==> src/rtl/sop_scheduler.sv <==
// sop_scheduler
// Sequences the 7x7 fixed-point sum-of-products unit over one output
// feature map per start. Each accepted window launches one SOP; the result
// is awaited with a timeout, tagged with its (row, col) and parked in a
// one-entry valid/ready output register for the feature-map writer.
//
// state   | meaning
// --------+------------------------------------------------------------
// S_IDLE  | no frame running; start begins a frame at (0,0)
// S_ISSUE | offering win_ready; a window handshake launches one SOP
// S_WAIT  | SOP in flight; timer counts cycles since the enable pulse
// S_DONE  | last result issued; waits for it to drain, pulses frame_done
// S_ERR   | SOP timed out; err_timeout held until the next start
//
// Ports:
//   ap_clk, ap_rst_n      clock, synchronous active-low reset
//   start                 frame start pulse (honoured in IDLE / ERR)
//   busy, frame_done      frame status
//   err_timeout           sticky SOP timeout flag
//   win_valid, win_ready  window handshake from the window generator
//   sop_enable            registered one-cycle launch pulse to fp_sop
//   sop_out_valid/_val    fp_sop result
//   res_valid/res_ready   output register handshake
//   res_data/row/col      tagged result
module sop_scheduler #(
    parameter int OUT_W   = 26,
    parameter int OUT_H   = 26,
    parameter int DATA_W  = 16,
    parameter int COORD_W = 8,
    parameter int TIMEOUT = 64
) (
    input  logic               ap_clk,
    input  logic               ap_rst_n,
    input  logic               start,
    output logic               busy,
    output logic               frame_done,
    output logic               err_timeout,
    input  logic               win_valid,
    output logic               win_ready,
    output logic               sop_enable,
    input  logic               sop_out_valid,
    input  logic [DATA_W-1:0]  sop_out_val,
    output logic               res_valid,
    input  logic               res_ready,
    output logic [DATA_W-1:0]  res_data,
    output logic [COORD_W-1:0] res_row,
    output logic [COORD_W-1:0] res_col
);

    localparam int TMR_W = $clog2(TIMEOUT + 1);

    typedef enum logic [2:0] {
        S_IDLE,
        S_ISSUE,
        S_WAIT,
        S_DONE,
        S_ERR
    } state_t;

    state_t             state;
    logic [TMR_W-1:0]   timer;
    logic [COORD_W-1:0] row_cnt;
    logic [COORD_W-1:0] col_cnt;

    logic launch;
    logic accept;
    logic drain;
    logic last_coord;
    logic col_wrap;

    // Launch is held off while the output register is full and not draining,
    // so a result can never overwrite an unconsumed one.
    assign win_ready  = (state == S_ISSUE) && (!res_valid || res_ready);
    assign launch     = win_valid && win_ready;
    assign drain      = res_valid && res_ready;
    // timer == 0 marks the enable cycle itself, where a result is not yet legal.
    assign accept     = (state == S_WAIT) && (timer != '0) && sop_out_valid;
    assign col_wrap   = (col_cnt == COORD_W'(OUT_W - 1));
    assign last_coord = col_wrap && (row_cnt == COORD_W'(OUT_H - 1));
    assign busy       = (state == S_ISSUE) || (state == S_WAIT) || (state == S_DONE);

    always_ff @(posedge ap_clk) begin
        if (!ap_rst_n) begin
            state       <= S_IDLE;
            timer       <= '0;
            row_cnt     <= '0;
            col_cnt     <= '0;
            sop_enable  <= 1'b0;
            frame_done  <= 1'b0;
            err_timeout <= 1'b0;
            res_valid   <= 1'b0;
            res_data    <= '0;
            res_row     <= '0;
            res_col     <= '0;
        end else begin
            sop_enable <= 1'b0;
            frame_done <= 1'b0;

            // Output register: a load wins over a drain in the same cycle.
            if (accept) begin
                res_valid <= 1'b1;
                res_data  <= sop_out_val;
                res_row   <= row_cnt;
                res_col   <= col_cnt;
            end else if (drain) begin
                res_valid <= 1'b0;
            end

            case (state)
                S_IDLE, S_ERR: begin
                    if (start) begin
                        row_cnt     <= '0;
                        col_cnt     <= '0;
                        err_timeout <= 1'b0;
                        state       <= S_ISSUE;
                    end
                end

                S_ISSUE: begin
                    if (launch) begin
                        sop_enable <= 1'b1;
                        timer      <= '0;
                        state      <= S_WAIT;
                    end
                end

                S_WAIT: begin
                    if (accept) begin
                        if (col_wrap) begin
                            col_cnt <= '0;
                            row_cnt <= row_cnt + COORD_W'(1);
                        end else begin
                            col_cnt <= col_cnt + COORD_W'(1);
                        end
                        state <= last_coord ? S_DONE : S_ISSUE;
                    end else if (timer == TMR_W'(TIMEOUT)) begin
                        err_timeout <= 1'b1;
                        state       <= S_ERR;
                    end else begin
                        timer <= timer + TMR_W'(1);
                    end
                end

                S_DONE: begin
                    // frame_done is raised while still in DONE so that it
                    // and busy drop on the same edge.
                    if (frame_done) begin
                        state <= S_IDLE;
                    end else if (!res_valid) begin
                        frame_done <= 1'b1;
                    end
                end

                default: state <= S_IDLE;
            endcase
        end
    end

endmodule

==> config.mk <==
export PLATFORM = sky130hd
export DESIGN_NAME = sop_scheduler
export DESIGN_NICKNAME = d
export VERILOG_FILES = /design/src/rtl/sop_scheduler.sv
export SDC_FILE = /design/constraint.sdc
export NUM_CORES = 1
export LEC_CHECK = 0
export CAP_MARGIN = 20
export CORE_MARGIN = 1
export CORE_UTILIZATION = 54
export CTS_BUF_LIST = sky130_fd_sc_hd__clkbuf_8 sky130_fd_sc_hd__clkbuf_16
export DETAILED_ROUTE_END_ITERATION = 10
export HOLD_SLACK_MARGIN = 0.1
export PLACE_DENSITY = 0.94
export SYNTH_ARGS = -nofsm -noshare
export SYNTH_HDL_FRONTEND = slang
export SYNTH_SLANG_ARGS = --single-unit
==> constraint.sdc <==
create_clock -name ap_clk -period 3.3 [get_ports ap_clk]
set_clock_uncertainty 0.05 [all_clocks]
set_input_delay 0.825 -clock ap_clk [delete_from_list [all_inputs] [get_ports ap_clk]]
set_output_delay 0.825 -clock ap_clk [all_outputs]
set_load 0.005 [all_outputs]
Word level (Yosys, flattened, before mapping)
Index checks and enable logic that the tools add are counted.
{"block": "totals", "reg_bits": 62, "in_bits": 22, "output_inout_bits": 38, "word_cells": 81}
{"block": "classes", "n_addsub": 3, "n_eq_ne": 16, "mux": 26, "n_bitwise": 2, "n_reduce_logical": 23}
{"cell": "two-way mux 8 bit", "count": 5}
{"cell": "one-hot mux 8 bit (2 select lines)", "count": 2}
{"cell": "two-way mux 7 bit", "count": 3}
{"cell": "adder 8 x 1 -> 8 bit, second input constant", "count": 2}
{"cell": "== test 8 x 5 -> 1 bit, second input constant", "count": 2}
{"cell": "AND reduction 4 bit", "count": 4}
{"cell": "two-way mux 3 bit", "count": 5}
{"cell": "inequality test 2 bit, second input constant", "count": 7}
{"cell": "one-hot mux 7 bit (2 select lines)", "count": 1}
{"cell": "one-hot mux 3 bit (4 select lines)", "count": 1}
{"cell": "adder 7 x 1 -> 7 bit, second input constant", "count": 1}
{"cell": "== test 7 bit, second input constant", "count": 1}
{"cell": "two-way mux 1 bit", "count": 7}
{"cell": "nonzero test 7 bit", "count": 1}
{"cell": "== test 3 x 2 -> 1 bit, second input constant", "count": 2}
{"cell": "logical AND 1 bit", "count": 6}
{"cell": "nonzero test 2 bit", "count": 3}
{"cell": "== test 3 x 1 -> 1 bit, second input constant", "count": 1}
{"cell": "== test 3 bit, second input constant", "count": 1}
{"cell": "logical NOT 3 bit", "count": 1}
{"cell": "logical OR 1 bit", "count": 3}
{"cell": "inequality test 3 x 2 -> 1 bit, second input constant", "count": 1}
{"cell": "AND reduction 3 bit", "count": 1}
{"cell": "OR reduction 3 bit", "count": 1}
{"cell": "7 further kinds", "count": 8}

Logic depth before layout (Yosys ltp)
{"block": "depth", "depth_word": 6, "depth_mapped": 8, "mapped_depth_nobuf": 7}

Worst setup path before layout
No wires, ideal clock.
{"block": "synth_path", "kind": "input to register", "start": "input port sop_out_valid", "end": "register col_cnt[5]", "setup_time_ns": 0.126, "arrival_ns": 1.921, "path_slack_ns": 1.203, "cell_stages": 5, "path_buffers": 0, "cell_sequence": "inv_1 a211o_1 a2111oi_0 xnor2_1 nor2_1"}
{"block": "synth_via", "elab_chain_len": 3}
{"element": "start, declared", "line_no": "41", "source": "input logic sop_out_valid,"}
{"element": "logical AND 1 bit", "line_no": "77", "source": "assign accept = (state == S_WAIT) && (timer != '0) && sop_out_valid;"}
{"element": "inequality test 2 bit (no source line)"}
{"element": "AND reduction 3 bit (no source line)"}
{"element": "end signal, assigned", "line_no": "133", "source": "col_cnt <= col_cnt + COORD_W'(1);"}
{"element": "end, declared", "line_no": "63", "source": "logic [COORD_W-1:0] col_cnt;"}
Every way passes these cells.
A chain may end at the register's enable or synchronous reset.

Worst setup path in the final report
{"block": "layout_path", "start": "input port res_ready", "end": "output port win_ready"}
{"block": "layout_via", "elab_chain_len": 2}
{"element": "start, declared", "line_no": "44", "source": "input logic res_ready,"}
{"element": "logical OR 1 bit", "line_no": "73", "source": "assign win_ready = (state == S_ISSUE) && (!res_valid || res_ready);"}
{"element": "logical AND 1 bit", "line_no": "73"}
{"element": "end, declared", "line_no": "39", "source": "output logic win_ready,"}
Every way passes these cells.

==> run summary <==
====================================================================================
Total standard cell area after synthesis                                0.002701 mm2
Post-route core utilization                                                   74.74%
Detailed Route WL                                                            6147 um
Static leakage power                                                        1.199 nW
Per-cell via count in the routed design                                        5.541
Area taken by multi-input logic gates                                   0.001366 mm2
Layout cell share with drive strength beyond 1                                6.870%
Final design area excluding fillers                                     0.003553 mm2
Antenna-violating nets left                                                        0
DR iter-0 viols                                                                  158
Mean routed wirelength per cell                                             13.36 um
Most frequently used flop master after synthesis                             dfxtp_1
Worst slack at placement                                                   0.3430 ns
Max Root-Sink Buffers                                                              2
Vert. Die Dim                                                               72.73 um
Number of antenna diodes                                                           0
DIE WIDTH                                                                   72.73 um
Crit path max fanout                                                               5
Pins over their slew limit                                                         0
Post-Syn Instances                                                               328
DRC errors left                                                                    0
Relative max-transition margin                                                55.38%
Power per Cell Area                                                     432.2 mW/mm2
Library cell with the largest summed area after synthesis                    dfxtp_1
Final nets                                                                       416
Grt total ovfl                                                                     0
I/O pin cnt                                                                       60
GRT Total Usage                                                               24.67%
Dominant cells by area after synthesis                                  dfxtp_1 46%, nand2_1 10%, a21oi_1 8.3%
Post-Synthesis Mean Instance Area                                          8.236 um2
Footprint of the flip-flops and latches                                 0.001241 mm2
WP data required                                                             2.42 ns
Class of the most critical hold timing path                                  reg2reg
EDFF count, synth                                                                  0
Clk slew on worst S/H paths                                                  0.06 ns
Final Hold Viols                                                                   0
Clk_lat worst skew                                                           0.33 ns
PostCTS Resize Cnt                                                                 0
CP Launch Type                                                            input port
Smallest setup slack after layout                                          0.3508 ns
Number of rows created at floorplan                                               25
Top post-synthesis cells by count                                       74 x nand2_1, 62 x dfxtp_1, 45 x a21oi_1
Maximum frequency from static timing analysis                              339.1 MHz
Post-synth top area share                                                     45.95%
Core Footprint                                                          0.004755 mm2
Number of buffers inserted by post-CTS setup repair                                0
Final worst path period share                                                 89.37%
Hold buffers post-CTS                                                              0
Post-Synthesis Net Count                                                         356
CTS H-Tree Depth                                                                   3
Run status                                                              finished, final reports clean
Pre-Repair DR Iteration Count                                                      4
Num CTS Buffers                                                                    9
Port-buffer cells                                                                 59
Largest stage delay, worst path                                              0.54 ns
Critical path, cell by cell                                             clkdlybuf4s50_1 -> nor2b_1 -> nor3_1 -> clkdlybuf4s50_1
Max IR drop VDD                                                          0.0002498 V
Total vias in the final route                                                   2549
Cell at the slowest stage of the critical path                          clkdlybuf4s50_1
Filler Cell Count                                                                345
Clock tree from TritonCTS                                                       done
Maximum number of pins on one net before global-route repair                      37
Fraction of the yosys area taken by sequential cells                          45.95%
Total of flip-flops plus latches after synthesis                                  62
Initial Util                                                                  56.82%
Wire length of the first global-routing pass                                10010 um
Antenna violations before repair                                                   0
Synth warn                                                                         0
Total cell area at the placement stage                                  0.003353 mm2
Worst Tran Pin Value                                                       0.6524 ns
Area growth from synthesis to layout                                          31.54%
RSZ-0062 raised after global routing                                           false
Critical path capture point type                                        primary output
HPWL after detailed placement                                                4244 um
Proportion of synthesized flip-flops having asynchronous set or reset             0%
Setup-failing EPs final                                                            0
Cell seen most often among critical-path stages                         clkdlybuf4s50_1
Power consumption                                                           1.536 mW
Routability-driven placement congestion ratio                                 0.9070
Min cycle time layout                                                       2.949 ns
Total of max-cap violations                                                        0
Crit path DAT                                                                2.07 ns
Cell chosen for the clock root                                              clkbuf_8
Most frequently used cell type in the post-synthesis netlist                 nand2_1
Total Neg Setup Slack                                                           0 ns
Area of the die                                                         0.005290 mm2
Number of global-route vias before repair                                       2292
Distinct cells, synth                                                             45
Type of the worst setup path                                                  in2out
Clock Sink Count                                                                  62
====================================================================================
-- per-stage QoR --
stage,cells,hold WS (ns)
4_1_cts,460,0.3962
3_3_place_gp,444,0.3827
2_1_floorplan,328,0.3871
5_1_grt,460,0.4192
6_report,460,0.3943
3_5_place_dp,444,0.3868
-- where the power goes --
part	total, mW	internal (mW)	leakage [nW]	switching [mW]
Combinational	0.109	0.0535	0.589	0.0558
Clock	0.658	0.383	0.110	0.275
Sequential	0.768	0.756	0.500	0.0127
-- path summary, 6_finish.rpt --
kind              start    endpoint  slack, ns  depth (start not counted)
max           res_ready   win_ready       0.35                          4
min          frame_done  frame_done       0.39                          1
max reg2reg  col_cnt[0]  row_cnt[7]       0.81                          6
min reg2reg  frame_done  frame_done       0.39                          1
-- cell usage in the layout (no fill, tap or decap), types with 4 or more instances in the layout --
| cell type | Yosys | final |
|---|---|---|
| dfxtp_1 | 62 | 62 |
| xnor2_1 | 8 | 8 |
| nand2b_1 | 4 | 4 |
| inv_1 | 11 | 12 |
| and3_1 | 4 | 4 |
| nor2_1 | 25 | 25 |
| buf_4 | 0 | 4 |
| nand2_1 | 74 | 74 |
| nand4_1 | 6 | 6 |
| o31ai_1 | 4 | 4 |
| o21ai_0 | 13 | 13 |
| a211oi_1 | 4 | 4 |
| clkdlybuf4s50_1 | 0 | 59 |
| clkbuf_8 | 0 | 11 |
| a21oi_1 | 45 | 45 |
| nand3_1 | 10 | 10 |
| ha_1 | 6 | 6 |
-- cell families (layout without fill, tap and decap cells) --
| group | count (synthesis) | in the layout | share of synthesized area, % |
|---|---|---|---|
| AO/OA/AOI/OAI | 81 | 81 | 18.85 |
| multiplexers | 1 | 1 | 0.3706 |
| flip-flops | 62 | 62 | 45.95 |
| adder cells (fa/ha/maj) | 6 | 6 | 2.779 |
| buffers and inverters | 25 | 90 | 3.752 |
| XOR/XNOR | 11 | 11 | 3.567 |
| AND/OR/NAND/NOR | 142 | 142 | 24.73 |
-- per-layer routing --
| layer | up-vias | GRT usage, % | wire length [um] |
|---|---|---|---|
| met1 | 1184 | 27.70 | 2578 |
| met3 | 20 | 6.354 | 403 |
| met4 | 0 | 13.94 | 178 |
| met2 | 91 | 42.47 | 2986 |
| li1 | 1254 | - | - |
| met5 | - | 0 | 0 |
-- critical path, delay by kind of cell --
| family | cells | cell delay, ns |
|---|---|---|
| and+or+nand+nor | 2 | 0.26 |
| buffers and inverters | 2 | 0.99 |
-- cell type report --
type / instances / share of cell area (%)
clock buffer: 11 / 4.261
sequential: 62 / 34.93
multi-input combinational: 241 / 38.45
tap: 67 / 2.359
clock inverter: 5 / 1.373
timing repair buffer: 63 / 17.46
inverter: 11 / 1.162
-- flip-flops by register name, summed over array words and instances, names as in the netlist --
signal	cells
row_cnt	8
timer	7
state	3
sop_enable	1
col_cnt	8
res_row	8
frame_done	1
err_timeout	1
res_col	8
res_valid	1
res_data	16
Note: power is estimated with default switching activity, not from simulation.
==> patch 1, RTL diff (same settings) <==
Set the parameter `TIMEOUT` to 32 (it was 64).
--- a/src/rtl/sop_scheduler.sv
+++ b/src/rtl/sop_scheduler.sv
@@ -27,7 +27,7 @@
     parameter int OUT_H   = 26,
     parameter int DATA_W  = 16,
     parameter int COORD_W = 8,
-    parameter int TIMEOUT = 64
+    parameter int TIMEOUT = 32
 ) (
     input  logic               ap_clk,
     input  logic               ap_rst_n,
Check against the original RTL: no difference found for any inputs over 10 cycles, from zero or initial values and one cycle with ap_rst_n low; that may be too few to reach the edited logic, so the function may still have changed.
==> patch 1 against the unedited design <==
Wire length grew 1.7%; cell area shrank 0.28%; cell count shrank 0.43%; area after synthesis shrank 1.5%; non-clock buffer count grew 3; clock power is essentially flat; sequential power grew 1%; sequential share of layout area shrank 0.47 points; core utilization grew 0.28 points; worst setup slack lost 0.0077 ns; power grew 5.2%; sequential cell count shrank 1; critical path type unchanged.
==> patch 1: results (changes against the unedited design) <==
Cells and area
  • Share of cells above drive strength 1: 9.46% (+2.6 points)
  • Number of diodes: 0 (unchanged)
  • Final net count: 414 (-0.48%)
  • Top reg by flops: res_data
  • Max FFs per register: 16 (unchanged)
  • FILL cells: 339 (-1.7%)

Logic synthesis
  • Ranking of synthesized cells by area: dfxtp_1, nand2_1, a21oi_1
  • Synthesis Warnings: 0 (unchanged)
  • Netlist cell types: 53 (+18%)
  • Async SR Flop Fraction: 0% (unchanged)
  • Synthesized Nets: 349 (-2.0%)
  • Post-synth top cells: nand2_1, dfxtp_1, a21oi_1
  • Sequential share of the synthesized area: 45.9% (about the same)

Hold path
  • HP Start: res_row[6]
  • Hold depth: 2 (+1)
  • Hold crit path type: register to register

Die
  • Total core area: 0.00472 mm^2 (-0.66%)

Clock network
  • Clock transition at path regs: 0.06 ns (about the same)
  • Post-CTS Setup Repair Bufs: 0 (unchanged)
  • Max Root-Sink Buffers: 2 (unchanged)
  • Root Buffer: clkbuf_8
  • Max H-tree Level: 3 (unchanged)
  • Num CTS Buffers: 9 (unchanged)
  • CTS resizes: 0 (unchanged)
  • Later-pin clock latency in the skew report: 0.34 ns

Placement
  • Gpl congestion: 0.890 (-1.9%)
  • Placed Area: 0.00334 mm^2 (-0.30%)
  • Hpwl dp: 4350 um (+2.4%)
  • Port Buffers: 59 (unchanged)

Global routing
  • M2 GR Usage: 44.3% (+1.9 points)
  • Largest net degree at the start of global routing: 39 (+5.4%)
  • GR Util met1: 29.4% (+1.7 points)
  • Initial antenna violation count: 0 (unchanged)
  • GRT Total Usage: 25.9% (+1.3 points)
  • Vias in the first global route: 2415 (+5.4%)
  • M3 GR Usage: 7.22% (+0.87 points)
  • First-pass GRT wire length: 10500 um (+5.2%)

STA
  • Slew @ Worst Pin: 0.793 ns (+0.141 ns)
  • Final Hold Viols: 0 (unchanged)
  • Final setup viols: 0 (unchanged)

Worst setup path
  • CP Launch Point: res_ready
  • CP max stage delay: 0.47 ns (-0.07 ns)
  • Data arrival, critical path: 2.08 ns
  • Worst r2r path cells: 8 (+2)
  • Worst path slowest cell: clkdlybuf4s50_1
  • Origin of the critical flop-to-flop path: timer[0]
  • CP Max Fanout: 4 (-1)

Power and ir drop
  • Psw: 411 uW (+20%)
  • Max IR drop VDD: 0.000377 V (+51%)
  • Leak Pwr: 1.17 nW (-2.1%)

Route
  • Starting DRT DRC Count: 220 (+39%)
  • Initial DRT Pass Iterations: 4 (unchanged)
  • Remaining DRCs: 0 (unchanged)
  • Vias: 2572 (+0.90%)
  • Routed WL: 6250 um (+1.7%)

Run status
  • Status: completed
[patch 1: changes by cell type after synthesis, moves of 4 or more]
cell / delta
buf_2: +4
clkbuf_1: -5
nor2_1: -4
nand4_1: -4
o21ai_0: -6
[patch 1: final cells by class]
cell class,instances,area share [%]
flip-flops and latches,61,34.5
well taps,67,2.37
multi-input cells,238,38.3
clock inverters,6,1.77
clock buffers,10,3.88
repair buffers,66,18.1
inverters,10,1.06
[patch 1: power by group through the flow]
stage	logic, mW	clock network, mW	registers (mW)
finish	0.182	0.659	0.776
floorplan	0.110	0	0.782
global placement	0.176	0	0.790
global route	0.203	0.703	0.778
detailed placement	0.181	0	0.791
CTS	0.182	0.674	0.775
[patch 1: metal layers]
| metal | up-vias | share of wire [%] |
|---|---|---|
| met5 | - | 0 |
| met4 | 0 | 2.2 |
| met3 | 17 | 4.5 |
| met2 | 77 | 51 |
| met1 | 1222 | 42 |
| li1 | 1256 | - |
[patch 1: logic make-up after synthesis]
kind of cell | synth area share, %
simple gates | 25.6
fa+ha+maj | 2.82
flops | 45.9
mux | 0.753
buf+inv | 3.29
compound gates | 19.0
xor+xnor | 2.63
[patch 1: metrics by stage]
| stage | utilization (%) | hold WS [ns] | std cells | worst slack [ns] |
|---|---|---|---|---|
| detailed placement | 70.8 | 0.398 | 442 | 0.363 |
| global route | 75.0 | 0.418 | 458 | 0.290 |
| global placement | 70.8 | 0.391 | 442 | 0.386 |
| CTS | 75.0 | 0.407 | 458 | 0.347 |
| floorplan | - | 0.387 | 321 | 1.08 |
| finish | 75.0 | 0.403 | 458 | 0.343 |
[patch 1: worst max-delay path: cells and delay by family]
family,cells,cell delay [ns]
simple gates,2,0.38
buf+inv,2,0.87
[patch 1: final timing paths]
path | end | slack, ns
worst max register to register | col_cnt[2] | 0.89
worst min-delay path | res_row[6] | 0.40
worst min register to register | res_row[6] | 0.40
worst max-delay path | win_ready | 0.34
==> patch 2, RTL diff (config.mk and constraints unchanged) <==
Without the edit above. Put one more register stage on the output `err_timeout`. The value now appears one clock later. The other outputs are not delayed to match.
--- a/src/rtl/sop_scheduler.sv
+++ b/src/rtl/sop_scheduler.sv
@@ -57,6 +57,8 @@
         S_ERR
     } state_t;
 
+    logic err_timeout_s0;
+
     state_t             state;
     logic [TMR_W-1:0]   timer;
     logic [COORD_W-1:0] row_cnt;
@@ -87,7 +89,7 @@
             col_cnt     <= '0;
             sop_enable  <= 1'b0;
             frame_done  <= 1'b0;
-            err_timeout <= 1'b0;
+            err_timeout_s0 <= 1'b0;
             res_valid   <= 1'b0;
             res_data    <= '0;
             res_row     <= '0;
@@ -111,7 +113,7 @@
                     if (start) begin
                         row_cnt     <= '0;
                         col_cnt     <= '0;
-                        err_timeout <= 1'b0;
+                        err_timeout_s0 <= 1'b0;
                         state       <= S_ISSUE;
                     end
                 end
@@ -134,7 +136,7 @@
                         end
                         state <= last_coord ? S_DONE : S_ISSUE;
                     end else if (timer == TMR_W'(TIMEOUT)) begin
-                        err_timeout <= 1'b1;
+                        err_timeout_s0 <= 1'b1;
                         state       <= S_ERR;
                     end else begin
                         timer <= timer + TMR_W'(1);
@@ -156,5 +158,9 @@
         end
     end
 
+    always_ff @(posedge ap_clk) begin
+        err_timeout <= err_timeout_s0;
+    end
+
 endmodule
 
Check against the original RTL: no difference found for any inputs over 10 cycles, from zero or initial values and one cycle with ap_rst_n low; that may be too few to reach the edited logic, so the function may still have changed.
==> patch 2 against the unedited design <==
Area after synthesis rose by 3.6%; power decreased by 5.0%; sequential share of layout area shrank 0.12 points; critical path depth unchanged; cell area rose by 2.0%; die area increased by 3.5%; worst setup slack worse by 0.16 ns; global-route usage is 1.1 points higher; sequential cell count is 1 higher; core utilization about the same; wire length rose by 5.2%; largest cell class unchanged; largest power group unchanged.
==> patch 2: results (changes against the unedited design) <==
Worst setup path
  • Data arrival, critical path: 2.24 ns (+0.17 ns)
  • Worst r2r path cells: 5 (-1)
  • Origin of the critical flop-to-flop path: state[1]
  • CP Max Fanout: 3 (-2)
  • CP max stage delay: 0.58 ns (+0.04 ns)
  • Setup slack, reg-to-reg: 0.91 ns (+0.10 ns)
  • Reg2reg end: row_cnt[6]

Route
  • Vias: 2572 (+0.90%)
  • Drt wl/cell: 13.9 um (+4.1%)
  • M1 WL: 2720 um (+5.5%)
  • Initial DRT Pass Iterations: 5 (+1)

Power and ir drop
  • P_clk: 563 uW (-14%)
  • Power, Total: 1.46 mW (-5.0%)

Hold path
  • Hold endpoint: err_timeout
  • Hold depth: 0 (-1)

STA
  • Relative slew slack: 54.2% (-1.1 points)
  • Worst hold slack: 0.310 ns (-0.0842 ns)
  • Fmax achieved: 322 MHz (-5.2%)

Placement
  • Pre-CTS setup slack: 0.277 ns (-0.0665 ns)
  • Placed Area: 0.00346 mm^2 (+3.2%)
  • Gpl congestion: 0.887 (-2.2%)
  • DP Cell Count: 450 (+1.4%)

Logic synthesis
  • Sequential share of the synthesized area: 45.1% (-0.87 points)
  • Netlist cell types: 46 (+2.2%)
  • Synthesized Nets: 361 (+1.4%)

Run status
  • Status: completed

Global routing
  • M2 GR Usage: 43.5% (+1.1 points)
  • Largest net degree at the start of global routing: 36 (-2.7%)
  • First-pass GRT wire length: 10600 um (+5.8%)
[patch 2: changes by cell type in the layout (fill, tap and decap cells not counted), sizes merged, moves of 4 or more]
cell     before  now
a21oi        45    8
xor2          3    8
a211oi        5    1
a21boi        0   33
o21ai        13    7
a2111oi       4    0
nand3        10   16
[patch 2: logic make-up after synthesis]
logic type,share of synthesized area (%)
flops,45.1
mux,0.358
buf+inv,3.53
xor+xnor,4.07
simple gates,26.7
fa+ha+maj,2.68
compound gates,17.6
[patch 2: worst reg2reg max path: stages, from the launching register on]
cell and delay, ns:
dfxtp_1 0.51, or3b_1 0.55, a311o_1 0.52, o311ai_0 0.37, o41ai_1 0.13, a21o_1 0.17
[patch 2: area by class of cell]
type | instances | area [um^2] | share of cell area, %
multi-input combinational | 245 | 1440 | 39.7
sequential | 63 | 1260 | 34.8
timing repair buffer | 66 | 643 | 17.7
clock buffer | 10 | 138 | 3.80
tap | 67 | 83.8 | 2.31
inverter | 9 | 33.8 | 0.932
clock inverter | 5 | 26.3 | 0.725
